`src/rtl/param_loader.sv`:
```
// ============================================================================
// Module   : param_loader
// Purpose  : Loads NUM_PARAMS words from a valid/ready stream into the
//            parameter memory, then serves indexed reads. It hides the
//            memory's one-cycle synchronous read latency.
// Options  : PARAM_CHECKSUM_EN - after the last word, accept one trailing
//            checksum word and accept the load only if it matches.
// Revision : 1.0 - initial release
// ============================================================================
`default_nettype none

module param_loader #(
   parameter int DATA_SIZE  = 16,
   parameter int MEM_SIZE   = 4,
   parameter int NUM_PARAMS = 13
) (
   input  logic                 clk,
   input  logic                 rst,
   input  logic                 start,
   input  logic                 in_valid,
   output logic                 in_ready,
   input  logic [DATA_SIZE-1:0] in_data,
   input  logic                 rd_req,
   output logic                 rd_ready,
   input  logic [MEM_SIZE-1:0]  rd_idx,
   output logic                 rd_valid,
   output logic [DATA_SIZE-1:0] rd_data,
   output logic                 rd_err,
   output logic                 loaded,
   output logic                 load_err,
   output logic [MEM_SIZE-1:0]  mem_ad,
   output logic                 mem_we,
   output logic [DATA_SIZE-1:0] mem_wd,
   input  logic [DATA_SIZE-1:0] mem_rd
);

   typedef enum logic [2:0] {
      S_IDLE  = 3'd0,
      S_LOAD  = 3'd1,
`ifdef PARAM_CHECKSUM_EN
      S_CSUM  = 3'd2,
`endif
      S_READY = 3'd3,
      S_FETCH = 3'd4,
      S_WAIT  = 3'd5
   } state_t;

   localparam logic [MEM_SIZE-1:0] c_LAST_IDX  = MEM_SIZE'(NUM_PARAMS - 1);
   // One extra bit so NUM_PARAMS == 2**MEM_SIZE still compares correctly.
   localparam logic [MEM_SIZE:0]   c_IDX_LIMIT = (MEM_SIZE + 1)'(NUM_PARAMS);

   state_t              r_state;
   state_t              w_state_next;
   logic [MEM_SIZE-1:0] r_wcnt;
   logic                r_pend_err;
   logic                w_hs;
   logic                w_last;
   logic                w_idx_ok;
`ifdef PARAM_CHECKSUM_EN
   logic [DATA_SIZE-1:0] r_acc;
   logic                 w_csum_ok;
   assign w_csum_ok = (in_data == r_acc);
`else
   assign load_err = 1'b0;
`endif

   assign in_ready = (r_state == S_LOAD)
`ifdef PARAM_CHECKSUM_EN
                     || (r_state == S_CSUM)
`endif
                     ;
   assign rd_ready = (r_state == S_READY);
   assign w_hs     = in_valid && in_ready;
   assign w_last   = (r_wcnt == c_LAST_IDX);
   assign w_idx_ok = ({1'b0, rd_idx} < c_IDX_LIMIT);

   // State register.
   always_ff @(posedge clk or posedge rst) begin
      if (rst) r_state <= S_IDLE;
      else     r_state <= w_state_next;
   end

   // Next-state logic; start takes priority over a read request in READY.
   always_comb begin
      w_state_next = r_state;
      case (r_state)
         S_IDLE:  if (start) w_state_next = S_LOAD;
         S_LOAD: begin
            if (w_hs && w_last) begin
`ifdef PARAM_CHECKSUM_EN
               w_state_next = S_CSUM;
`else
               w_state_next = S_READY;
`endif
            end
         end
`ifdef PARAM_CHECKSUM_EN
         S_CSUM:  if (w_hs) w_state_next = w_csum_ok ? S_READY : S_IDLE;
`endif
         S_READY: begin
            if (start)       w_state_next = S_LOAD;
            else if (rd_req) w_state_next = w_idx_ok ? S_FETCH : S_WAIT;
         end
         S_FETCH: w_state_next = S_WAIT;
         S_WAIT:  w_state_next = S_READY;
         default: w_state_next = S_IDLE;
      endcase
   end

   // Datapath: memory port, write counter, status flags and read result.
   always_ff @(posedge clk or posedge rst) begin
      if (rst) begin
         r_wcnt     <= '0;
         r_pend_err <= 1'b0;
         loaded     <= 1'b0;
         mem_ad     <= '0;
         mem_we     <= 1'b0;
         mem_wd     <= '0;
         rd_valid   <= 1'b0;
         rd_data    <= '0;
         rd_err     <= 1'b0;
`ifdef PARAM_CHECKSUM_EN
         r_acc      <= '0;
         load_err   <= 1'b0;
`endif
      end else begin
         mem_we   <= 1'b0;
         rd_valid <= 1'b0;
         case (r_state)
            S_IDLE, S_READY: begin
               if (start) begin
                  r_wcnt <= '0;
                  loaded <= 1'b0;
`ifdef PARAM_CHECKSUM_EN
                  r_acc    <= '0;
                  load_err <= 1'b0;
`endif
               end else if ((r_state == S_READY) && rd_req) begin
                  // Out-of-range indices never touch the memory address.
                  if (w_idx_ok) mem_ad <= rd_idx;
                  r_pend_err <= !w_idx_ok;
               end
            end
            S_LOAD: begin
               if (w_hs) begin
                  mem_ad <= r_wcnt;
                  mem_wd <= in_data;
                  mem_we <= 1'b1;
                  r_wcnt <= r_wcnt + MEM_SIZE'(1);
`ifdef PARAM_CHECKSUM_EN
                  r_acc  <= r_acc + in_data;
`else
                  if (w_last) loaded <= 1'b1;
`endif
               end
            end
`ifdef PARAM_CHECKSUM_EN
            S_CSUM: begin
               if (w_hs) begin
                  if (w_csum_ok) loaded   <= 1'b1;
                  else           load_err <= 1'b1;
               end
            end
`endif
            S_WAIT: begin
               rd_valid <= 1'b1;
               rd_err   <= r_pend_err;
               rd_data  <= r_pend_err ? '0 : mem_rd;
            end
            default: ;
         endcase
      end
   end

endmodule

`default_nettype wire

```
`config.mk`:
```
export PLATFORM = sky130hd
export DESIGN_NAME = param_loader
export DESIGN_NICKNAME = d
export VERILOG_FILES = /design/src/rtl/param_loader.sv
export SDC_FILE = /design/constraint.sdc
export NUM_CORES = 1
export LEC_CHECK = 0
export ABC_CLOCK_PERIOD_IN_PS = 1850
export BUFFER_PORTS_ARGS = -buffer_cell sky130_fd_sc_hd__buf_4
export CAP_MARGIN = 5
export CELL_PAD_IN_SITES_DETAIL_PLACEMENT = 1
export CELL_PAD_IN_SITES_GLOBAL_PLACEMENT = 1
export CORE_MARGIN = 2
export CORE_UTILIZATION = 36
export DETAILED_ROUTE_END_ITERATION = 16
export PLACE_DENSITY = 0.77
export SLEW_MARGIN = 5
export SYNTH_ARGS = -nofsm -noshare
export SYNTH_HDL_FRONTEND = slang
export SYNTH_SLANG_ARGS = --single-unit
```
`constraint.sdc`:
```
create_clock -name clk -period 1.85 [get_ports clk]
set_input_delay 0.2775 -clock clk [delete_from_list [all_inputs] [get_ports clk]]
set_output_delay 0.2775 -clock clk [all_outputs]
set_load 0.03 [all_outputs]
```
==> results of run 1 <==
metrics by stage:
stage | cells | utilization, % | power, mW | worst slack, ns
after floorplan | 190 | - | 3.39 | 0.428
after global placement | 338 | 50.1 | 4.27 | 0.372
after detailed placement | 338 | 50.1 | 4.36 | 0.300
after CTS | 344 | 51.9 | 5.09 | 0.120
after global routing | 344 | 51.9 | 5.33 | 0.0703
final | 344 | 51.9 | 5.01 | 0.129
logic make-up after synthesis:
logic type,share of synthesized area (%)
simple gates,16.0
flops,56.5
compound gates,10.5
mux,11.4
buf+inv,4.30
fa+ha+maj,1.18
other cells,0.176
routing by layer:
| layer | vias up | GRT usage, % | share of wire [%] |
|---|---|---|---|
| met3 | 7 | 3.78 | 4.6 |
| met1 | 789 | 20.2 | 42 |
| met4 | 0 | 6.61 | 1.8 |
| met5 | - | 0 | 0 |
| li1 | 811 | - | - |
| met2 | 40 | 29.3 | 52 |
sequential cells by signal, summed over array words and instances (netlist names):
name,count
loaded,1
mem_ad,4
mem_wd,16
mem_we,1
r_pend_err,1
r_state,3
r_wcnt,4
rd_data,16
rd_err,1
rd_valid,1
layout by cell type (no fill, tap or decap), types with 2 or more instances in the layout:
cell | Yosys | layout
a21oi_1 | 4 | 4
buf_4 | 4 | 86
clkbuf_8 | 0 | 5
dfrtp_1 | 48 | 48
ha_1 | 2 | 2
inv_1 | 5 | 4
mux2_2 | 17 | 17
mux2i_1 | 5 | 5
nand2_1 | 23 | 23
nand2b_1 | 16 | 16
nand3_1 | 4 | 4
nand3b_1 | 2 | 2
nand4_1 | 2 | 2
nor2_1 | 7 | 7
nor2b_1 | 3 | 3
nor3b_1 | 2 | 2
o21ai_0 | 25 | 25
power groups by stage:
stage               registers (mW)  clock network [mW]  logic, mW
floorplan                     2.52                   0      0.868
global placement              1.82                   0       2.46
detailed placement            1.84                   0       2.51
CTS                           1.83               0.740       2.52
finish                        1.82               0.711       2.48
global route                  1.89               0.782       2.67
critical path, stage by stage (launching register included):
cell	delay, ns
dfrtp_1	0.51
nor3b_1	0.25
buf_4	0.21
buf_4	0.18
worst max path at each step:
stage | startpoint | end | slack [ns] | depth (start not counted)
6_report | r_state[1] | in_ready | 0.13 | 3
3_3_place_gp | r_state[1] | r_wcnt[3] | 0.37 | 4
4_1_cts | r_state[1] | in_ready | 0.12 | 3
3_5_place_dp | r_state[1] | r_wcnt[3] | 0.30 | 4
2_1_floorplan | rst | loaded | 0.43 | 1
5_1_grt | r_state[1] | in_ready | 0.07 | 3
cell type report:
| class | count | area, um^2 | share of cell area, % |
|---|---|---|---|
| sequential | 48 | 1200 | 41.3 |
| multi-input combinational | 126 | 833 | 28.7 |
| timing repair buffer | 87 | 666 | 22.9 |
| tap | 72 | 90.1 | 3.10 |
| clock buffer | 5 | 68.8 | 2.37 |
| clock inverter | 1 | 30.0 | 1.03 |
| inverter | 5 | 18.8 | 0.645 |
==> impl_metrics.json, run 1 <==
{
  "yosysSeqAreaShare_pct": 56.5,
  "vias_per_cell": 4.79,
  "hold_viol": 0,
  "powerDensity_nw_per_um2": 1720,
  "finalCritPeriodShare_pct": 93.0,
  "async_flop_share_pct": 100,
  "post_dp_cell_area_um2": 2810,
  "post_cts_buffers": 0,
  "synth.net_count": 233,
  "cp-end-kind": "output port",
  "max-vdd-ir-drop_uv": 623,
  "grt_pass1_wl_um": 8450,
  "dieArea_um2": 6540,
  "power_frac_comb_pct": 49.5,
  "numPortBuffers": 82,
  "finalWirelength_um": 5210,
  "rsz0062_at_grt": "no",
  "die_y_um": 80.8,
  "synth_area_leaders": "dfrtp_1 (57%), mux2_2 (9.0%), o21ai_0 (5.9%), nand2b_1 (4.7%), nand2_1 (4.1%)",
  "hpwl_um": 3890,
  "grt_usage_pct": 16.9,
  "ff2ff_path_depth": 4,
  "p_leak_nw": 1.46,
  "ys_warn_count": 0,
  "worstPathArrival_ns": 1.44,
  "cts_max_level": 2,
  "critical_path_class": "reg2out",
  "ys_top_cells_by_count": "dfrtp_1 (48), o21ai_0 (25), nand2_1 (23), mux2_2 (17), nand2b_1 (16)",
  "netlist_area_um2": 2130,
  "p_seq_share_pct": 36.3,
  "r2r_setup_slack_ns": 0.28,
  "drc_errors": 0,
  "cts_hold_buffers": 0,
  "required_ns": 1.57,
  "antenna_found_initial": 0,
  "num-fill-cells": 638,
  "drt_iter0_markers": 42,
  "grt_max_degree": 35,
  "min_period_ns": 1.72,
  "synth.most_common_cell": "dfrtp_1",
  "ys_seq_elements": 48,
  "worstPathMaxFanout": 11,
  "startpoint_type": "register",
  "synth_edf_count": 0,
  "skew_ns": 0.00617,
  "post_cts_resized": 0,
  "worstMarginPinSlew_ns": 0.542,
  "cts_buffer_depth": 2,
  "cts_buffers": 5,
  "p_sw_mw": 2.11,
  "r2r-end": "r_wcnt[3]",
  "syn_area_per_cell_um2": 11.2,
  "nets": 316,
  "synth_ff_type": "dfrtp_1",
  "cts-root-buf": "clkbuf_8",
  "design_area_um2": 2910,
  "slew_viol_final": 0,
  "wl_per_cell_um": 15.2,
  "start_util_pct": 37.9,
  "grt_pass1_vias": 1739,
  "setup_viol": 0,
  "power_frac_clock_pct": 14.2,
  "path_clk_slew_ns": 0.08,
  "dieWidth_um": 80.8,
  "cts_tree": "done",
  "grt_overflow": 0,
  "yosysUniqueCellTypes": 33,
  "core_um2": 5610,
  "insertion_delay_ns": 0.29,
  "hold_class": "in2async",
  "p_sw_share_pct": 42.1,
  "layout-drive-gt1-share_pct": 41.5,
  "area_growth_pct": 36.8,
  "synth_top_area_share_pct": 56.5,
  "ios": 84,
  "ant_nets": 0,
  "synth.largest_area_cell": "dfrtp_1",
  "gp_congestion": 0.784,
  "rows": 27,
  "drv_cap": 0,
  "intPower_mw": 2.90,
  "slew_headroom_pct": 63.8,
  "hold_ws_ns": 0.0270,
  "status": "completed",
  "synth_cells": 190,
  "clkSinkCount": 48,
  "antenna_cells": 0,
  "firstDrtPassIters": 3,
  "vias": 1647,
  "r2r-start": "r_state[1]",
  "tns_ns": 0,
  "fmaxAchievable_mhz": 581
}
Power figures use the tool's default switching activity.
==> inputs of run 2 (changes only) <==
Settings changed: PLACE_DENSITY 0.77 to 0.76.
==> impl_metrics.json, run 2 (synthesis gave the netlist of run 1 again) <==
{
  "antenna_cells": 0,
  "cts_max_level": 2,
  "grt_overflow": 0,
  "cts_buffer_depth": 2,
  "drv_cap": 0,
  "dp.cells": 338,
  "cp-endpoint": "in_ready",
  "pre_cts_ws_ns": 0.321,
  "rsz0062_at_grt": "no",
  "critical-path-top-delay-family": "flip-flops",
  "drt_iter0_markers": 53,
  "worstMarginPinSlew_ns": 0.507,
  "tns_ns": 0,
  "ant_nets": 0,
  "startpoint_type": "register",
  "nets": 316,
  "hold_viol": 0,
  "powerDensity_nw_per_um2": 1690,
  "layout_common_cells": "buf_4 (86), dfrtp_1 (48), o21ai_0 (25)",
  "grt_usage_pct": 16.5,
  "reg_top3": "mem_wd (16), rd_data (16)",
  "slew_headroom_pct": 66.2,
  "firstDrtPassIters": 4,
  "cpMostUsedCell": "buf_4",
  "finalWirelength_um": 5120,
  "path_cells": "nor3b_1 -> buf_4 -> buf_4",
  "design_area_um2": 2890,
  "start_util_pct": 37.9,
  "die_y_um": 80.8,
  "critPathSlowestCell": "dfrtp_1",
  "cts_hold_buffers": 0,
  "area_growth_pct": 35.8,
  "cp-startpoint": "r_state[0]",
  "path_clk_slew_ns": 0.08,
  "r2r-start": "r_state[0]",
  "hold_class": "in2async",
  "ios": 84,
  "wl_per_cell_um": 14.8,
  "critical_path_class": "reg2out",
  "vias": 1657,
  "required_ns": 1.57,
  "antenna_found_initial": 0,
  "cp.buffers_inverters": 2,
  "skew_ns": 0.00283,
  "worstPathArrival_ns": 1.42,
  "ff2ff_path_depth": 4,
  "worstPathMaxFanout": 10,
  "rows": 27,
  "crit_path_max_incr_delay_ns": 0.50,
  "cts_tree": "done",
  "core_um2": 5610,
  "crit_cells": 3,
  "insertion_delay_ns": 0.29,
  "cts_buffers": 5,
  "r2r-end": "r_wcnt[3]",
  "post_cts_resized": 0,
  "fmaxAchievable_mhz": 590,
  "drc_errors": 0,
  "grt_pass1_vias": 1712,
  "p_leak_nw": 1.45,
  "clkSinkCount": 48,
  "cp-end-kind": "output port",
  "dieWidth_um": 80.8,
  "setup_slack_ns": 0.155,
  "r2r_setup_slack_ns": 0.31,
  "slew_viol_final": 0,
  "final_cells": 345,
  "hpwl_um": 3830,
  "post_cts_buffers": 0,
  "max-vdd-ir-drop_uv": 656,
  "setup_viol": 0,
  "grt_pass1_wl_um": 8250,
  "cts-root-buf": "clkbuf_8",
  "numPortBuffers": 82,
  "vias_per_cell": 4.80,
  "dieArea_um2": 6540,
  "layout-drive-gt1-share_pct": 41.4,
  "final_common_cell": "buf_4",
  "post_dp_cell_area_um2": 2810,
  "gp_congestion": 0.767,
  "finalCritPeriodShare_pct": 91.6,
  "grt_max_degree": 49,
  "min_period_ns": 1.69,
  "status": "completed"
}
-- run 2: per-layer routing --
layer  vias up  track usage, %  share of wire (%)
met2        34            29.2                 53
met5         -               0                  0
met1       812            19.8                 42
met4         0            6.10               0.96
met3         4            3.56                4.1
li1        807               -                  -
-- run 2: worst min path at each step --
stage | startpoint | endpoint | slack (ns) | cells after the start
3_5_place_dp | rst | mem_wd[5] | 0.35 | 3
6_report | rst | mem_wd[4] | 0.02 | 3
3_3_place_gp | rst | mem_wd[5] | 0.35 | 3
5_1_grt | rst | r_wcnt[1] | 0.04 | 3
4_1_cts | rst | mem_wd[4] | 0.02 | 3
2_1_floorplan | in_valid | r_wcnt[2] | 0.42 | 2
-- run 2: tightest hold or removal path, cell delays in order --
cell and delay (ns):
buf_4 0.11, inv_2 0.06, buf_12 0.25
-- run 2: final cells by class --
type	instances	area, um^2
multi-input combinational	126	833
inverter	5	18.8
timing repair buffer	87	666
fill	653	2720
tap	72	90.1
clock buffer	6	72.6
clock inverter	1	5.00
sequential	48	1200
-- run 2: per-stage QoR --
stage	utilization [%]	power, mW	hold slack, ns
3_3_place_gp	50.1	4.29	0.352
6_report	51.5	4.88	0.0189
4_1_cts	51.5	4.96	0.0247
2_1_floorplan	-	3.39	0.425
5_1_grt	51.5	5.19	0.0378
3_5_place_dp	50.1	4.36	0.354
-- run 2: power breakdown --
part | switching [mW] | internal [mW]
combinational | 1.45 | 1.02
sequential | 0.324 | 1.49
clock | 0.329 | 0.258
total | 2.11 | 2.77
==> inputs of run 3 (changes only) <==
Settings changed: RECOVER_POWER set to 25, REMOVE_ABC_BUFFERS set to 1, SETUP_SLACK_MARGIN set to 0.15.
==> impl_metrics.json, run 3 (synthesis gave the netlist of run 1 again) <==
{
  "grt_pass1_wl_um": 8230,
  "numPortBuffers": 82,
  "ff2ff_path_depth": 7,
  "grt_overflow": 0,
  "setup_slack_ns": 0.293,
  "worstPathArrival_ns": 1.28,
  "grt_usage_pct": 16.5,
  "start_util_pct": 37.9,
  "worstMarginPinSlew_ns": 0.764,
  "num-fill-cells": 652,
  "hold_viol": 0,
  "p_leak_nw": 1.44,
  "core_um2": 5610,
  "critical_path_class": "reg2out",
  "firstDrtPassIters": 4,
  "dieWidth_um": 80.8,
  "required_ns": 1.57,
  "cts_buffers": 5,
  "antenna_found_initial": 0,
  "max-vdd-ir-drop_uv": 804,
  "hold_class": "in2reg",
  "vias": 1644,
  "clkSinkCount": 48,
  "rsz0062_at_grt": "no",
  "ant_nets": 0,
  "cts-root-buf": "clkbuf_8",
  "hold_ws_ns": 0.205,
  "cts_tree": "done",
  "dieArea_um2": 6540,
  "final_common_cell": "buf_4",
  "layout-drive-gt1-share_pct": 38.4,
  "pre_cts_ws_ns": 0.349,
  "die_y_um": 80.8,
  "drt_iter0_markers": 42,
  "layout_common_cells": "buf_4 (73), dfrtp_1 (46), o21ai_0 (25)",
  "path_clk_slew_ns": 0.09,
  "cts_max_level": 2,
  "finalCritPeriodShare_pct": 84.1,
  "drv_cap": 0,
  "grt_pass1_vias": 1750,
  "rows": 27,
  "drc_errors": 0,
  "gp_congestion": 0.778,
  "status": "completed",
  "ios": 84,
  "powerDensity_nw_per_um2": 1740,
  "startpoint_type": "register",
  "slew_viol_final": 0,
  "wl_per_cell_um": 14.4,
  "r2r-end": "r_wcnt[3]",
  "skew_ns": 0.00901,
  "insertion_delay_ns": 0.30,
  "r2r_setup_slack_ns": 0.32,
  "finalWirelength_um": 5010,
  "worstPathMaxFanout": 15,
  "hp-start": "in_data[14]",
  "vias_per_cell": 4.72,
  "reg_top3": "mem_wd (16), rd_data (16)",
  "r2r-start": "r_state[2]",
  "antenna_cells": 0,
  "min_period_ns": 1.56,
  "cp-end-kind": "output port",
  "area_growth_pct": 37.7,
  "setup_viol": 0,
  "cts_buffer_depth": 2,
  "slew_headroom_pct": 49.0,
  "cp-endpoint": "in_ready",
  "fmaxAchievable_mhz": 642,
  "cp-startpoint": "r_state[2]",
  "hpwl_um": 3700,
  "grt_max_degree": 35,
  "nets": 319
}
## run 3: cell count changes in the layout (fill, tap and decap cells not counted), moves of 2 or more
cell       before  now
buf_4          86   73
clkbuf_1        1   13
bufinv_16       0    2
dfrtp_1        48   46
dfrtp_2         0    2
## run 3: final cells by class
cell class                      count  area [um^2]  share of cell area, %
Clock buffer                        5         68.8                   2.35
Inverter                            5         18.8                  0.641
Multi-Input combinational cell    126          845                   28.9
Sequential cell                    48         1200                   41.1
Timing Repair Buffer               90          641                   21.9
Tap cell                           72         90.1                   3.08
Clock inverter                      2         60.1                   2.05
## run 3: power by group
| group | total (mW) | leakage [nW] | internal (mW) | switching [mW] |
|---|---|---|---|---|
| Sequential | 1.81 | 0.567 | 1.49 | 0.318 |
| Clock | 0.871 | 0.0642 | 0.532 | 0.339 |
| Combinational | 2.42 | 0.805 | 0.957 | 1.46 |
## run 3: worst min-delay path by stage
stage,end,slack [ns],cells past startpoint
5_1_grt,mem_wd[7],0.19,2
4_1_cts,mem_wd[7],0.19,2
2_1_floorplan,r_wcnt[2],0.42,2
3_5_place_dp,mem_wd[13],0.31,2
6_report,mem_wd[14],0.21,2
3_3_place_gp,mem_wd[9],0.31,2
## run 3: critical path, stage by stage (launching register included)
cell and delay (ns):
dfrtp_1 0.38, buf_6 0.15, nor3b_2 0.15, buf_4 0.15
buf_4 0.15
## run 3: metal layers
layer	share of wire (%)	up-vias	GRT usage, %
met5	0	-	0
met4	1.7	0	6.61
met3	5.2	7	4.00
met2	51	40	28.0
met1	42	785	20.0
li1	-	812	-
## run 3: what timing repair did
action,in CTS,in global routing
hold buffers,1,0
pin swaps,0,2
endpoints found under the hold margin,19,0
gates resized for setup,0,7
endpoints found under the setup margin,1,2
buffers inserted,1,0
## run 3: per-stage QoR
step / utilization (%) / area [um^2] / std cells / total power [mW] / TNS, ns
CTS: 52.6 / 2950 / 348 / 5.26 / 0
global route: 52.2 / 2930 / 348 / 5.46 / 0
global placement: 50.0 / 2800 / 339 / 4.28 / 0
floorplan: - / 2050 / 179 / 3.33 / -4.22
finish: 52.2 / 2930 / 348 / 5.10 / 0
detailed placement: 50.0 / 2800 / 339 / 4.34 / 0
